**src/rtl/wb_pkg.sv**
```systemverilog
// Shared types and constants for the writeback stage.
package wb_pkg;

  typedef enum logic [1:0] {
    WB_ALU  = 2'd0,
    WB_LOAD = 2'd1,
    WB_PC4  = 2'd2,
    WB_IMM  = 2'd3
  } wb_sel_e;

  typedef enum logic {
    IDLE      = 1'b0,
    WAIT_LOAD = 1'b1
  } wb_state_e;

  localparam logic [2:0] F3_LB  = 3'b000;
  localparam logic [2:0] F3_LH  = 3'b001;
  localparam logic [2:0] F3_LW  = 3'b010;
  localparam logic [2:0] F3_LBU = 3'b100;
  localparam logic [2:0] F3_LHU = 3'b101;

endpackage

```
**src/rtl/load_ext.sv**
```systemverilog
// Combinational load-data lane select and sign/zero extension.
module load_ext
  import wb_pkg::*;
(
  input  logic [2:0]  funct3,
  input  logic [1:0]  off,
  input  logic [31:0] word,
  output logic [31:0] result
);

  logic [7:0]  byte_sel;
  logic [15:0] half_sel;

  always_comb begin
    unique case (off)
      2'd0:    byte_sel = word[7:0];
      2'd1:    byte_sel = word[15:8];
      2'd2:    byte_sel = word[23:16];
      default: byte_sel = word[31:24];
    endcase
    // off[0] is ignored for halfwords: misaligned accesses trap upstream
    half_sel = off[1] ? word[31:16] : word[15:0];
  end

  always_comb begin
    case (funct3)
      F3_LB:   result = {{24{byte_sel[7]}}, byte_sel};
      F3_LBU:  result = {24'd0, byte_sel};
      F3_LH:   result = {{16{half_sel[15]}}, half_sel};
      F3_LHU:  result = {16'd0, half_sel};
      F3_LW:   result = word;
      default: result = word;
    endcase
  end

endmodule

```
**src/rtl/wb_stage.sv**
```systemverilog
// Writeback stage: selects the result source, waits on load responses and drives
// a registered register-file write pulse; aborts loads that never answer.
module wb_stage
  import wb_pkg::*;
#(
  parameter int unsigned LOAD_TIMEOUT = 16
) (
  input  logic        clk_i,
  input  logic        rst_ni,
  input  logic        ex_valid_i,
  output logic        ex_ready_o,
  input  logic        ex_rd_wren_i,
  input  logic [4:0]  ex_rd_addr_i,
  input  logic [1:0]  ex_wb_sel_i,
  input  logic [31:0] ex_alu_data_i,
  input  logic [31:0] ex_pc_i,
  input  logic [31:0] ex_imm_i,
  input  logic [2:0]  ex_ld_funct3_i,
  input  logic [1:0]  ex_ld_off_i,
  input  logic        dmem_rvalid_i,
  input  logic [31:0] dmem_rdata_i,
  output logic        rd_wren_o,
  output logic [4:0]  rd_addr_o,
  output logic [31:0] rd_data_o,
  output logic        err_o
);

  localparam int unsigned CntW = $clog2(LOAD_TIMEOUT);
  localparam logic [CntW-1:0] CntMax = CntW'(LOAD_TIMEOUT - 1);

  wb_state_e       state_q, state_d;
  logic [CntW-1:0] cnt_q, cnt_d;
  logic [4:0]      ld_rd_q, ld_rd_d;
  logic            ld_wren_q, ld_wren_d;
  logic [2:0]      ld_f3_q, ld_f3_d;
  logic [1:0]      ld_off_q, ld_off_d;
  logic            wren_q, wren_d;
  logic [4:0]      addr_q, addr_d;
  logic [31:0]     data_q, data_d;
  logic            err_q, err_d;

  logic            accept;
  logic [31:0]     nonload_data;
  logic [31:0]     load_data;

  assign ex_ready_o = (state_q == IDLE) && rst_ni;
  assign accept     = ex_valid_i && ex_ready_o;

  load_ext u_load_ext (
    .funct3 (ld_f3_q),
    .off    (ld_off_q),
    .word   (dmem_rdata_i),
    .result (load_data)
  );

  always_comb begin
    case (wb_sel_e'(ex_wb_sel_i))
      WB_PC4:  nonload_data = ex_pc_i + 32'd4;
      WB_IMM:  nonload_data = ex_imm_i;
      default: nonload_data = ex_alu_data_i;
    endcase
  end

  always_comb begin
    state_d   = state_q;
    cnt_d     = cnt_q;
    ld_rd_d   = ld_rd_q;
    ld_wren_d = ld_wren_q;
    ld_f3_d   = ld_f3_q;
    ld_off_d  = ld_off_q;
    wren_d    = 1'b0;
    addr_d    = addr_q;
    data_d    = data_q;
    err_d     = 1'b0;

    case (state_q)
      IDLE: begin
        if (accept) begin
          if (wb_sel_e'(ex_wb_sel_i) == WB_LOAD) begin
            ld_rd_d   = ex_rd_addr_i;
            ld_wren_d = ex_rd_wren_i;
            ld_f3_d   = ex_ld_funct3_i;
            ld_off_d  = ex_ld_off_i;
            cnt_d     = '0;
            state_d   = WAIT_LOAD;
          end else if (ex_rd_wren_i && (ex_rd_addr_i != 5'd0)) begin
            wren_d = 1'b1;
            addr_d = ex_rd_addr_i;
            data_d = nonload_data;
          end
        end
      end
      WAIT_LOAD: begin
        // A response on the threshold cycle still wins over the timeout
        if (dmem_rvalid_i) begin
          if (ld_wren_q && (ld_rd_q != 5'd0)) begin
            wren_d = 1'b1;
            addr_d = ld_rd_q;
            data_d = load_data;
          end
          state_d = IDLE;
        end else if (cnt_q == CntMax) begin
          err_d   = 1'b1;
          state_d = IDLE;
        end else begin
          cnt_d = cnt_q + CntW'(1);
        end
      end
      default: state_d = IDLE;
    endcase
  end

  always_ff @(posedge clk_i) begin
    if (!rst_ni) begin
      state_q   <= IDLE;
      cnt_q     <= '0;
      ld_rd_q   <= '0;
      ld_wren_q <= 1'b0;
      ld_f3_q   <= '0;
      ld_off_q  <= '0;
      wren_q    <= 1'b0;
      addr_q    <= '0;
      data_q    <= '0;
      err_q     <= 1'b0;
    end else begin
      state_q   <= state_d;
      cnt_q     <= cnt_d;
      ld_rd_q   <= ld_rd_d;
      ld_wren_q <= ld_wren_d;
      ld_f3_q   <= ld_f3_d;
      ld_off_q  <= ld_off_d;
      wren_q    <= wren_d;
      addr_q    <= addr_d;
      data_q    <= data_d;
      err_q     <= err_d;
    end
  end

  assign rd_wren_o = wren_q;
  assign rd_addr_o = addr_q;
  assign rd_data_o = data_q;
  assign err_o     = err_q;

endmodule

```
**config.mk**
```make
export PLATFORM = sky130hd
export DESIGN_NAME = wb_stage
export DESIGN_NICKNAME = d
export VERILOG_FILES = /design/src/rtl/wb_pkg.sv /design/src/rtl/load_ext.sv /design/src/rtl/wb_stage.sv
export SDC_FILE = /design/constraint.sdc
export NUM_CORES = 1
export LEC_CHECK = 0
export ABC_AREA = 1
export BUFFER_PORTS_ARGS = -buffer_cell sky130_fd_sc_hd__buf_2
export CELL_PAD_IN_SITES_DETAIL_PLACEMENT = 1
export CELL_PAD_IN_SITES_GLOBAL_PLACEMENT = 1
export CORE_MARGIN = 3
export CORE_UTILIZATION = 28
export CTS_BUF_LIST = sky130_fd_sc_hd__clkbuf_4 sky130_fd_sc_hd__clkbuf_8 sky130_fd_sc_hd__clkbuf_16
export CTS_CLUSTER_SIZE = 20
export DETAILED_ROUTE_END_ITERATION = 7
export GPL_TIMING_DRIVEN = 0
export HOLD_SLACK_MARGIN = 0.03
export PLACE_DENSITY = 0.87
export SYNTH_ARGS = -nofsm -noshare
export SYNTH_HDL_FRONTEND = slang
export SYNTH_SLANG_ARGS = --single-unit
```
**constraint.sdc**
```tcl
create_clock -name clk_i -period 1.57 [get_ports clk_i]
set_input_delay 0.314 -clock clk_i [delete_from_list [all_inputs] [get_ports clk_i]]
set_output_delay 0.314 -clock clk_i [all_outputs]
set_load 0.05 [all_outputs]
```
# Word level (Yosys, flattened, before mapping)

Index checks and enable logic that the tools add are counted.

Add/subtract/negate cells: 2
Eq/ne operators: 17
Multiplexer cells: 33
Bitwise gates (word level): 2
Reduce and logical (&&, ||, !) cells: 12

Operator list:

| operator                                              | count |
|---|---|
| 2-to-1 mux 32 bit                                     | 5 |
| case mux 32 bit (2 select lines)                      | 2 |
| case mux 32 bit (4 select lines)                      | 1 |
| adder 32 x 3 -> 32 bit, second input constant         | 1 |
| 2-to-1 mux 5 bit                                      | 5 |
| case mux 8 bit (3 select lines)                       | 1 |
| 2-to-1 mux 16 bit                                     | 1 |
| 2-to-1 mux 4 bit                                      | 4 |
| 2-to-1 mux 1 bit                                      | 10 |
| inequality test 2 bit, second input constant          | 5 |
| case mux 5 bit (2 select lines)                       | 1 |
| nonzero test 5 bit                                    | 2 |
| case mux 4 bit (2 select lines)                       | 1 |
| equality test 2 bit, second input constant            | 3 |
| equality test 3 bit, second input constant            | 2 |
| inequality test 2 x 1 -> 1 bit, second input constant | 3 |
| AND reduction 5 bit                                   | 1 |
| adder 4 x 1 -> 4 bit, second input constant           | 1 |
| equality test 2 x 1 -> 1 bit, second input constant   | 2 |
| equality test 4 bit, second input constant            | 1 |
| logical AND 1 bit                                     | 4 |
| case mux 1 bit (2 select lines)                       | 2 |
| AND reduction 4 bit                                   | 1 |
| equality test 3 x 1 -> 1 bit, second input constant   | 1 |
| 5 further kinds                                       | 6 |

Bits in registers: 55
Bits of input ports: 145
Output and inout port bits: 40

# Depth between registers and ports, before layout

Gate-level depths: netlist of run 1.

Depth in word-level cells: 6
Mapped depth: 12
Depth with buffers taken out: 12

# Cells and area by module

A second synthesis of run 1 with hierarchy kept.

Cells, all modules: 789
Area, all modules: 4,421.7 µm²

By module, submodules not included:

| module   | instances | cells each | area each (µm²) |
|---|---|---|---|
| wb_stage | 1         | 597        | 3,525.9 |
| load_ext | 1         | 192        | 895.9 |

# Worst setup path after synthesis of run 1

OpenSTA, ideal clock, no wires.

Kind: register -> output
Start point: register state_q
End point: output ex_ready_o
Arrival: 1.476 ns
Slack: -0.220 ns
Stages on the path, launching flop included: 5
Path through: dfxtp_1 > buf_2 > clkbuf_1 > buf_2 > nor2_1

Word-level cells in the longest chain between the ends: 2

Ends and longest elaborated chain:

| what                   | RTL line        | source |
|---|---|---|
| start, declared        | wb_stage.sv:31  | `wb_state_e state_q, state_d;` |
| start signal, assigned | wb_stage.sv:126 | `state_q <= state_d;` |
| inverter 1 bit         | --              |  |
| logical AND 1 bit      | wb_stage.sv:46  | `assign ex_ready_o = (state_q == IDLE) && rst_ni;` |
| end, declared          | wb_stage.sv:11  | `output logic ex_ready_o,` |

No other way between the ends.

# Worst setup path in the final report of run 1

Start point: register ld_f3_q[0]
End point: register data_q[9] (netlist: rd_data_o[9])

Word-level cells in the longest chain between the ends: 5
Elaborated cells between the ends (all ways): 8
Those cells by class: 3 x eq/ne; 4 x mux; 1 x reduce/logical

Ends and longest elaborated chain:

| what                                        | RTL line        | source |
|---|---|---|
| start, declared                             | wb_stage.sv:35  | `logic [2:0] ld_f3_q, ld_f3_d;` |
| start signal, assigned                      | wb_stage.sv:130 | `ld_f3_q <= ld_f3_d;` |
| equality test 3 bit (tied with other cells) | load_ext.sv:26  | `case (funct3)` |
| case mux 32 bit (4 select lines) *          | load_ext.sv:26  |  |
| 2-to-1 mux 32 bit *                         | wb_stage.sv:96  | `if (ld_wren_q && (ld_rd_q != 5'd0)) begin` |
| 2-to-1 mux 32 bit *                         | wb_stage.sv:95  | `if (dmem_rvalid_i) begin` |
| case mux 32 bit (2 select lines) *          | wb_stage.sv:76  | `case (state_q)` |
| end signal, assigned                        | wb_stage.sv:134 | `data_q <= data_d;` |
| end, declared                               | wb_stage.sv:39  | `logic [31:0] data_q, data_d;` |

Every way passes the cells marked *; elsewhere a longest branch is shown, timed or not. The select of a mux whose other input is x is not followed.
A chain may end at the register's enable or synchronous reset.

==> run_results.csv, run 1 <==
group,metric,value,unit
sta,slew_viol_final,0,
route,drt_first_iter_violations,452,
sta,setup_ws,-0.0861,ns
clock_tree,cts_tree,"built",
finish,syn_to_final_growth,55.8,%
synthesis,avgSynthCellArea,5.91,µm²
power,p_sw,1.51,mW
worst_setup_path,crit_path_start_kind,"flip-flop",
sta,min_period,1.66,ns
power,ir_drop,430,µV
sta,skew,0.00801,ns
synthesis,syn-num-nets,862,
placed_design,place_ws,-0.500,ns
global_routing,grt_use_total,25.7,%
global_routing,antenna_found_initial,0,
route,vias,6225,
route,drc,0,
worst_setup_path,path_class,"flip-flop to flip-flop",
route,via_per_inst,5.49,
floorplan,dieArea,16600,µm²
sta,rsz0062_at_grt,"yes",
worst_hold_path,worstHoldStart,"dmem_rvalid_i",
sta,fmax,604,MHz
floorplan,core-area,14600,µm²
route,wl_per_cell,20.9,µm
clock_tree,clock_latency,0.31,ns
finish,utilization,45.0,%
finish,insertedDiodeCount,0,
clock_tree,cts-root-buf,"clkbuf_16",
sta,setup_viol,17,
worst_setup_path,required,1.82,ns
power,clockPowerShare,29.7,%
worst_hold_path,holdCritPathClass,"primary input to flip-flop",
worst_setup_path,rr_worst_depth,9,
finish,drive_gt1_share,38.4,%
worst_setup_path,regToRegSetupSlack,-0.09,ns
floorplan,ios,185,
outcome,violations,"setup timing",
floorplan,fp.dieW,129,µm
route,ant_nets,0,
clock_tree,cts_sinks,55,
placed_design,io_buffers,184,
synthesis,ys.flop_type,"dfxtp_1",
sta,worstMarginPinSlew,0.723,ns
clock_tree,cts_buffers,5,
sta,timing.final.crit_share,105,%
power,power.density,624,nW/µm²
synthesis,syn-cell-area,4230,µm²
route,dr.pass1.iters,7,
clock_tree,clockBufferDepth,2,
worst_setup_path,cp.arrival,1.90,ns
power,p_leak,3.10,nW
flow_run,drv.max_cap_violation_count,0,
floorplan,die_h,129,µm
synthesis,syn_inst,715,
global_routing,grt_pass1_vias,6005,
floorplan,start_util,28.9,%
finish,final_cell_mix,"nand2_1, buf_2, inv_1, nand3_1, nor2_1",
worst_setup_path,r2r-start,"ld_f3_q[0]",
worst_setup_path,crit_path_end_kind,"flip-flop",
sta,hold_viol,0,
finish,layout_commonest_cell,"nand2_1",
worst_hold_path,hold_depth,2,
clock_tree,clk_pin_slew,0.08,ns
floorplan,rows,44,
route,routed_wl,23700,µm
finish,fin_nets,1096,
synthesis,synth-edff-count,0,
global_routing,grt_pass1_wl,33100,µm
sta,relSlewSlack,51.8,%
placed_design,gp_congestion,0.969,
placed_design,dp_hpwl,17600,µm
clock_tree,htree_levels,2,
power,pwr-share-seq,36.1,%
worst_setup_path,worstReg2RegEnd,"rd_data_o[9]",
global_routing,overflow,0,
sta,fin_hold_ws,0.225,ns
power,p_int,2.60,mW
synthesis,ys_seq_area_share,26.1,%
clock_tree,ctsHoldBuffers,0,
global_routing,grt_max_degree,18,
synthesis,async_flop_share,0,%
synthesis,synth_warnings,0,
power,p_comb_share,34.2,%
worst_hold_path,whs_endpoint,"err_o",
synthesis,synth_cell_type_count,41,
worst_setup_path,cp_max_fo,4,
outcome,status,"complete, but fails checks",
power,sw_frac_of_total,36.7,%
synthesis,ys_ff_latch,55,
-- cells by family (layout without fill, tap and decap cells) --
| family | after synthesis | in the layout | synth area share (%) |
|---|---|---|---|
| DFF | 55 | 55 | 26.1 |
| AOI/OAI and AO/OA | 197 | 197 | 27.0 |
| and+or+nand+nor | 357 | 357 | 35.8 |
| adders and majority gates | 2 | 2 | 0.592 |
| buffers and inverters | 104 | 339 | 10.5 |
-- final cells by class --
type	count	area (µm²)
Clock inverter	2	16.3
Clock buffer	6	139
Multi-Input combinational cell	556	3120
Fill cell	1957	8060
Tap cell	184	230
Timing Repair Buffer	229	1380
Sequential cell	55	1110
Inverter	66	275
Buffer	36	308
-- stage by stage --
step | TNS, ns | cells | total power, mW | area, µm²
floorplan | 0 | 715 | 2.12 | 4230
global placement | -10.37 | 1083 | 2.61 | 5380
detailed placement | -12.06 | 1083 | 2.63 | 5380
CTS | -0.166 | 1103 | 3.91 | 5880
global route | -3.14 | 1134 | 4.27 | 6580
finish | -0.708 | 1134 | 4.11 | 6580
-- repair_timing --
action	CTS	global route
gates resized for setup	79	128
pin swaps	8	40
gates cloned	2	4
endpoints found under the hold margin	0	0
buffers inserted	10	29
endpoints found under the setup margin	54	49
-- state kept, by name, indices dropped and copies added (netlist names) --
signal and flops:
cnt_q 4, rd_addr_o 5, ld_off_q 2, ld_rd_q 5, err_o 1, rd_wren_o 1, ld_wren_q 1, state_q 1
ld_f3_q 3, rd_data_o 32
-- worst max-delay path, cell delays in order, from the launching register on --
cell and delay, ns:
dfxtp_1 0.38, inv_2 0.10, nand2_1 0.09, a21oi_4 0.16, nand4_4 0.14, buf_4 0.16
buf_4 0.14, o211ai_1 0.14, nand3_2 0.11, a21oi_1 0.15
-- power groups by stage --
| stage | Sequential, mW | Clock [mW] | Combinational, mW |
|---|---|---|---|
| global placement | 1.51 | 0 | 1.11 |
| finish | 1.48 | 1.22 | 1.40 |
| detailed placement | 1.51 | 0 | 1.12 |
| floorplan | 1.64 | 0 | 0.485 |
| global route | 1.49 | 1.28 | 1.50 |
| CTS | 1.48 | 1.22 | 1.22 |
-- metal layers --
metal	track usage [%]	wire (µm)	vias up	share of wire [%]
met3	3.28	1720	54	7.2
met2	43.5	11200	301	47
met5	0	0	-	0
met4	8.15	842	0	3.5
li1	-	-	2894	-
met1	34.0	9940	2976	42
-- Yosys cell counts (7+ instances only) --
master | instances | share of area (%)
o21ai_0 | 71 | 8.4
a31oi_1 | 7 | 1.0
a221oi_1 | 18 | 3.7
nand4_1 | 7 | 1.0
nand2_1 | 202 | 18
buf_2 | 12 | 1.4
nand3_1 | 64 | 7.6
clkbuf_1 | 20 | 1.8
a21oi_1 | 70 | 8.3
inv_1 | 59 | 5.2
dfxtp_1 | 55 | 26
nor3_1 | 12 | 1.4
o21bai_1 | 10 | 1.8
nor2_1 | 59 | 5.2
-- worst max-delay path by stage --
stage | slack, ns | cells after the start | start | end
finish | -0.09 | 9 | ld_f3_q[0] | rd_data_o[9]
global route | -0.19 | 8 | ld_rd_q[1] | rd_data_o[24]
CTS | -0.05 | 5 | state_q | ex_ready_o
detailed placement | -0.50 | 12 | ex_pc_i[3] | rd_data_o[18]
global placement | -0.44 | 12 | ex_pc_i[2] | rd_data_o[18]
floorplan | 0.003 | 4 | state_q | ex_ready_o
(Power assumes the default switching activity.)
==> run 2: changes to the inputs <==
--- a/config.mk
+++ b/config.mk
@@ -11,3 +11,2 @@
 export CELL_PAD_IN_SITES_GLOBAL_PLACEMENT = 1
-export CORE_MARGIN = 3
 export CORE_UTILIZATION = 28
@@ -19,2 +18,3 @@
 export PLACE_DENSITY = 0.87
+export SKIP_LAST_GASP = 1
 export SYNTH_ARGS = -nofsm -noshare
==> constraint.sdc (replaced) <==
create_clock -name clk_i -period 1.57 [get_ports clk_i]
set_input_delay 0.0785 -clock clk_i [delete_from_list [all_inputs] [get_ports clk_i]]
set_output_delay 0.0785 -clock clk_i [all_outputs]
set_load 0.05 [all_outputs]
==> run 2 against run 1 <==
The run ends with DRC, setup timing left. Clock skew decreased by 0.0020 ns. Clock-buffer cell count shrank 1. Via count down 1.2%. Final cell count shrank 1.6%. Routed wire length fell by 4.7%. Utilization is 3.7 points lower. Sequential power barely moved. Fmax decreased by 0.99%. Non-clock buffer count decreased by 19. Critical path depth fell by 2. Setup slack got worse by 0.017 ns. Global-route usage is 1.5 points higher. Critical endpoint is now rd_data_o[13]. Largest power group unchanged. Highest routed layer unchanged.
==> run_results.csv, run 2 (synthesis results as in run 1) <==
group,metric,value,unit
outcome,status,"complete, but fails checks",
outcome,violations,"DRC, setup timing",
route,routed_wl,22600,µm
power,p_comb_share,32.6,%
placed_design,dp_hpwl,17200,µm
sta,setup_ws,-0.103,ns
route,via_per_inst,5.51,
worst_setup_path,slowest_delay,0.37,ns
power,p_leak,2.87,nW
flow_run,drv.max_cap_violation_count,0,
floorplan,start_util,28.9,%
sta,rsz0062_at_grt,"yes",
worst_hold_path,holdCritPathClass,"primary input to flip-flop",
sta,skew,0.00604,ns
clock_tree,htree_levels,2,
finish,largest_register_ffs,32,
route,wl_per_cell,20.3,µm
power,p_sw,1.44,mW
worst_setup_path,rr_worst_depth,7,
global_routing,antenna_found_initial,1,
sta,worstMarginPinSlew,0.595,ns
power,power,3.93,mW
finish,syn_to_final_growth,43.0,%
sta,relSlewSlack,60.3,%
clock_tree,cts_buffers,5,
finish,layout_commonest_cell,"nand2_1",
power,pwr-share-seq,37.6,%
finish,drive_gt1_share,32.8,%
floorplan,rows,44,
placed_design,io_buffers,184,
floorplan,fp.dieW,125,µm
sta,slew_viol_final,0,
worst_setup_path,regToRegSetupSlack,-0.10,ns
floorplan,die_h,125,µm
route,ant_nets,0,
clock_tree,cts_sinks,55,
global_routing,grt_pass1_vias,6089,
worst_setup_path,crit_path_end_kind,"flip-flop",
route,dr.pass1.iters,7,
global_routing,grt_use_total,27.2,%
sta,timing.final.crit_share,107,%
worst_setup_path,cp_max_fo,10,
route,vias,6153,
worst_setup_path,cp-startpoint,"ld_off_q[1]",
floorplan,dieArea,15600,µm²
worst_setup_path,worstReg2RegEnd,"rd_data_o[13]",
worst_setup_path,crit_chain,"inv_2 > buf_6 > o21ai_0 > o21bai_1 > o2111ai_1 > nand3_1 > a21oi_1",
power,clockPowerShare,29.8,%
power,p_int,2.49,mW
global_routing,grt_max_degree,19,
power,ir_drop,418,µV
floorplan,ios,185,
worst_setup_path,required,1.76,ns
route,drt_first_iter_violations,521,
worst_setup_path,crit_buf_inv,2,
finish,fin_area,6040,µm²
placed_design,gp_congestion,0.984,
sta,fmax,598,MHz
route,drc,34,
placed_design,dp_cells,1083,
clock_tree,clock_latency,0.31,ns
worst_setup_path,cp-endpoint,"rd_data_o[13]",
worst_setup_path,crit_path_start_kind,"flip-flop",
power,power.density,651,nW/µm²
global_routing,overflow,0,
sta,min_period,1.67,ns
clock_tree,cts_tree,"built",
clock_tree,clk_pin_slew,0.08,ns
global_routing,grt_pass1_wl,32800,µm
clock_tree,cts-root-buf,"clkbuf_16",
sta,hold_viol,0,
worst_setup_path,cp.arrival,1.86,ns
worst_setup_path,cp_slowest_cell,"dfxtp_4",
worst_setup_path,crit_cells,7,
worst_setup_path,path_delay_family,"compound AO/OA/AOI/OAI gates",
sta,fin_hold_ws,0.0341,ns
finish,final_cell_mix,"nand2_1, buf_2, o21ai_0, a21oi_1, nand3_1",
sta,setup_viol,12,
clock_tree,clockBufferDepth,2,
finish,fin_cells,1116,
worst_setup_path,path_class,"flip-flop to flip-flop",
placed_design,dpl-instance-area,5380,µm²
worst_setup_path,r2r-start,"ld_off_q[1]",
finish,fin_nets,1077,
power,sw_frac_of_total,36.5,%
floorplan,core-area,14600,µm²
==> run 2: changes by cell type in the layout (fill, tap and decap cells not counted), sizes merged <==
cell         delta
buf            -14
clkbuf          -7
clkinv          +2
clkinvlp        -1
diode           +1
dlygate4sd3     +1
==> run 2: layout make-up <==
cell class / count / area [µm²]
clock inverter: 3 / 22.5
fill: 1977 / 8600
antenna: 1 / 2.50
inverter: 66 / 264
multi-input combinational: 556 / 2860
clock buffer: 5 / 125
timing repair buffer: 209 / 1150
sequential: 55 / 1110
tap: 184 / 230
buffer: 37 / 273
==> run 2: how the worst min path moves through the flow <==
| stage | slack, ns | depth (start not counted) | start | to |
|---|---|---|---|---|
| 2_1_floorplan | 0.16 | 1 | dmem_rvalid_i | err_o |
| 3_3_place_gp | 0.30 | 2 | dmem_rvalid_i | err_o |
| 3_5_place_dp | 0.30 | 2 | dmem_rvalid_i | err_o |
| 4_1_cts | 0.05 | 3 | ex_rd_addr_i[3] | ld_rd_q[3] |
| 5_1_grt | 0.04 | 3 | ex_rd_addr_i[3] | ld_rd_q[3] |
| 6_report | 0.03 | 3 | ex_rd_addr_i[3] | ld_rd_q[3] |
==> run 2: stage by stage <==
stage          setup slack, ns  setup TNS [ns]  util (%)
2_1_floorplan           0.0152               0         -
3_3_place_gp            -0.305           -7.80      36.7
3_5_place_dp            -0.341          -10.77      36.7
4_1_cts               -0.00435        -0.00435      39.5
5_1_grt                 -0.168           -2.68      41.3
6_report                -0.103          -0.376      41.3
==> run 2: repair_timing <==
item | 4_1_cts | 5_1_grt
setup buffers | 10 | 9
resized for setup | 49 | 64
setup endpoints to repair | 54 | 39
hold buffers | 1 | 0
cloned | 2 | 3
hold endpoints to repair | 1 | 0
pin swaps | 5 | 16
==> run 2: per-layer routing <==
metal,up-vias,share of wire (%),track usage (%)
met5,-,0,0
met4,0,4.1,9.68
met3,59,7.8,4.60
met2,320,46,45.6
met1,2925,42,35.1
li1,2849,-,-
==> run 2: worst min-delay path, delay by kind of cell <==
kind / cells / cell delay (ns)
buffers and inverters: 2 / 0.17
AOI/OAI and AO/OA: 1 / 0.06
==> run 2: power by group through the flow <==
| stage | sequential [mW] | clock [mW] | combinational [mW] |
|---|---|---|---|
| after floorplan | 1.64 | 0 | 0.484 |
| after global placement | 1.51 | 0 | 1.10 |
| after detailed placement | 1.51 | 0 | 1.12 |
| after CTS | 1.47 | 1.16 | 1.18 |
| after global routing | 1.48 | 1.23 | 1.36 |
| final | 1.48 | 1.17 | 1.28 |
==> run 3: changes to the inputs <==
ABC_AREA = 0   (was 1)
CORE_UTILIZATION = 30   (was 28)
GPL_ROUTABILITY_DRIVEN = 1   (was unset)
MAX_ROUTING_LAYER = met4   (was unset)
PLACE_DENSITY = 0.89   (was 0.87)
==> run 3 against run 2 <==
The flow finishes with violations (setup timing). Clock skew decreased by 0.00055 ns. Sequential power about the same. Global-route usage is 2.4 points higher. Highest routed layer unchanged. Synthesized area shrank 8.3%. Sequential share of layout area rose by 0.27 points. Power fell by 3.1%.
==> run_results.csv, run 3 <==
group,metric,value,unit
outcome,status,"complete, but fails checks",
outcome,violations,"setup timing",
clock_tree,clockBufferDepth,2,
worst_setup_path,crit_path_end_kind,"flip-flop",
worst_setup_path,crit_path_start_kind,"flip-flop",
finish,largest_register_ffs,32,
worst_hold_path,worstHoldStart,"dmem_rdata_i[16]",
clock_tree,clk_pin_slew,0.08,ns
synthesis,syn-cell-area,3870,µm²
placed_design,gp_congestion,0.870,
worst_setup_path,r2r-start,"ld_off_q[1]",
finish,multiInputGateArea,2960,µm²
route,drt_first_iter_violations,435,
worst_setup_path,cp_slowest_cell,"mux4_2",
synthesis,async_flop_share,0,%
route,ant_nets,0,
power,ir_drop,374,µV
worst_hold_path,holdCritPathClass,"primary input to flip-flop",
sta,worstMarginPinSlew,0.810,ns
clock_tree,clock_latency,0.31,ns
sta,fin_hold_ws,0.0557,ns
placed_design,io_buffers,183,
synthesis,ys_seq_area_share,28.4,%
power,power.density,643,nW/µm²
clock_tree,cts_buffers,5,
synthesis,yosysMostFrequentCell,"dfxtp_1",
synthesis,yosys.area.top_type,"dfxtp_1",
synthesis,synth_cell_type_count,61,
power,p_leak,2.48,nW
global_routing,grt_max_degree,18,
sta,fmax,508,MHz
synthesis,synth_area_leaders,"dfxtp_1, mux2i_1, a21oi_1",
global_routing,antenna_found_initial,0,
synthesis,synth_warnings,0,
route,dr.pass1.iters,5,
finish,fin_area,5930,µm²
synthesis,ys_top_cells_by_count,"dfxtp_1, nor2_1, nand2_1, a21oi_1, o21ai_0",
route,vias,5159,
clock_tree,cts_tree,"built",
sta,timing.final.crit_share,125,%
flow_run,drv.max_cap_violation_count,0,
finish,final_cell_mix,"buf_2, dfxtp_1, nor2_1, nand2_1, a21oi_1",
synthesis,ys.flop_type,"dfxtp_1",
placed_design,dpl-instance-area,5060,µm²
route,drc,0,
floorplan,rows,41,
worst_setup_path,cp.arrival,2.17,ns
floorplan,core-area,12600,µm²
worst_hold_path,whs_endpoint,"rd_data_o[16]",
worst_setup_path,rr_worst_depth,7,
clock_tree,cts_sinks,55,
route,routed_wl,20400,µm
finish,num-fill-cells,1596,
floorplan,die_h,116,µm
worst_hold_path,hold_depth,3,
synthesis,synth-edff-count,0,
placed_design,dp_hpwl,14100,µm
synthesis,syn_inst,495,
worst_setup_path,cp-startpoint,"ld_off_q[1]",
sta,skew,0.00549,ns
synthesis,synth_top_area_share,28.4,%
worst_setup_path,cp_max_fo,7,
worst_setup_path,crit_chain,"buf_6 > mux4_2 > nand4b_1 > nand3_4 > a21oi_4 > o31ai_2 > a22o_1",
finish,syn_to_final_growth,52.9,%
synthesis,ys_ff_latch,55,
global_routing,grt_pass1_wl,28700,µm
worst_setup_path,required,1.77,ns
route,wl_per_cell,23.0,µm
finish,layout_commonest_cell,"buf_2",
global_routing,grt_pass1_vias,5254,
sta,setup_viol,40,
worst_setup_path,path_class,"flip-flop to flip-flop",
floorplan,ios,185,
finish,insertedDiodeCount,0,
synthesis,avgSynthCellArea,7.83,µm²
sta,relSlewSlack,46.0,%
global_routing,grt_use_total,29.7,%
sta,hold_viol,0,
floorplan,start_util,30.7,%
clock_tree,htree_levels,2,
worst_setup_path,worstReg2RegEnd,"rd_data_o[31]",
synthesis,syn-num-nets,642,
placed_design,place_ws,-0.699,ns
finish,drive_gt1_share,43.6,%
finish,seqCellArea,1110,µm²
global_routing,overflow,0,
power,power,3.81,mW
route,via_per_inst,5.82,
sta,slew_viol_final,0,
worst_setup_path,regToRegSetupSlack,-0.40,ns
finish,fin_nets,860,
sta,setup_ws,-0.399,ns
floorplan,fp.dieW,116,µm
clock_tree,cts-root-buf,"clkbuf_16",
sta,min_period,1.97,ns
worst_setup_path,slowest_delay,0.53,ns
floorplan,dieArea,13400,µm²
sta,rsz0062_at_grt,"yes",
==> run 3: cells by family after synthesis <==
group | Yosys count | synth area share (%)
simple gates | 168 | 21.3
compound gates | 167 | 30.5
flops | 55 | 28.4
buf+inv | 47 | 5.17
mux | 29 | 7.88
xor+xnor | 27 | 6.10
fa+ha+maj | 2 | 0.646
==> run 3: layer usage <==
metal	wire length [µm]	track usage [%]	vias to the layer above
met3	1640	6.38	68
li1	-	-	2315
met4	853	14.3	0
met1	8180	34.3	2486
met2	9710	48.8	290
met5	0	-	-
==> run 3: power breakdown <==
| group | switching [mW] | internal, mW |
|---|---|---|
| registers | 0.0308 | 1.44 |
| clock network | 0.586 | 0.641 |
| logic | 0.689 | 0.423 |
==> run 3: per-stage QoR <==
step	TNS (ns)	util [%]	cells
CTS	-12.01	44.5	875
global placement	-20.44	40.1	850
floorplan	-3.95	-	495
finish	-12.43	47.0	886
detailed placement	-21.47	40.1	850
global route	-14.57	47.0	886
==> run 3: final cells by class <==
cell class,instances,area share (%)
clock inverters,2,0.274
clock buffers,6,2.34
well taps,172,3.63
flip-flops and latches,55,18.7
plain buffers,37,4.27
repair buffers,213,20.2
inverters,8,0.570
multi-input cells,393,49.9
==> run 3: how the worst max path moves through the flow <==
stage,to,depth (start not counted),slack [ns]
floorplan,rd_data_o[27],8,-0.18
global placement,rd_data_o[26],7,-0.62
detailed placement,rd_data_o[26],7,-0.70
CTS,rd_data_o[31],9,-0.40
global route,rd_data_o[31],7,-0.44
finish,rd_data_o[31],7,-0.40
==> run 3: worst max-delay path: cells and delay by family (launching register included) <==
kind	cells	cell delay, ns
muxes	1	0.53
DFF	1	0.33
and+or+nand+nor	2	0.39
AOI/OAI and AO/OA	3	0.48
buffers and inverters	1	0.12
==> run 3: timing repair <==
action	4_1_cts	5_1_grt
setup buffers	14	12
resized for setup	58	55
pin swaps	8	14
hold endpoints to repair	2	0
endpoints found under the setup margin	53	51
hold buffers	2	0
gates cloned	2	1
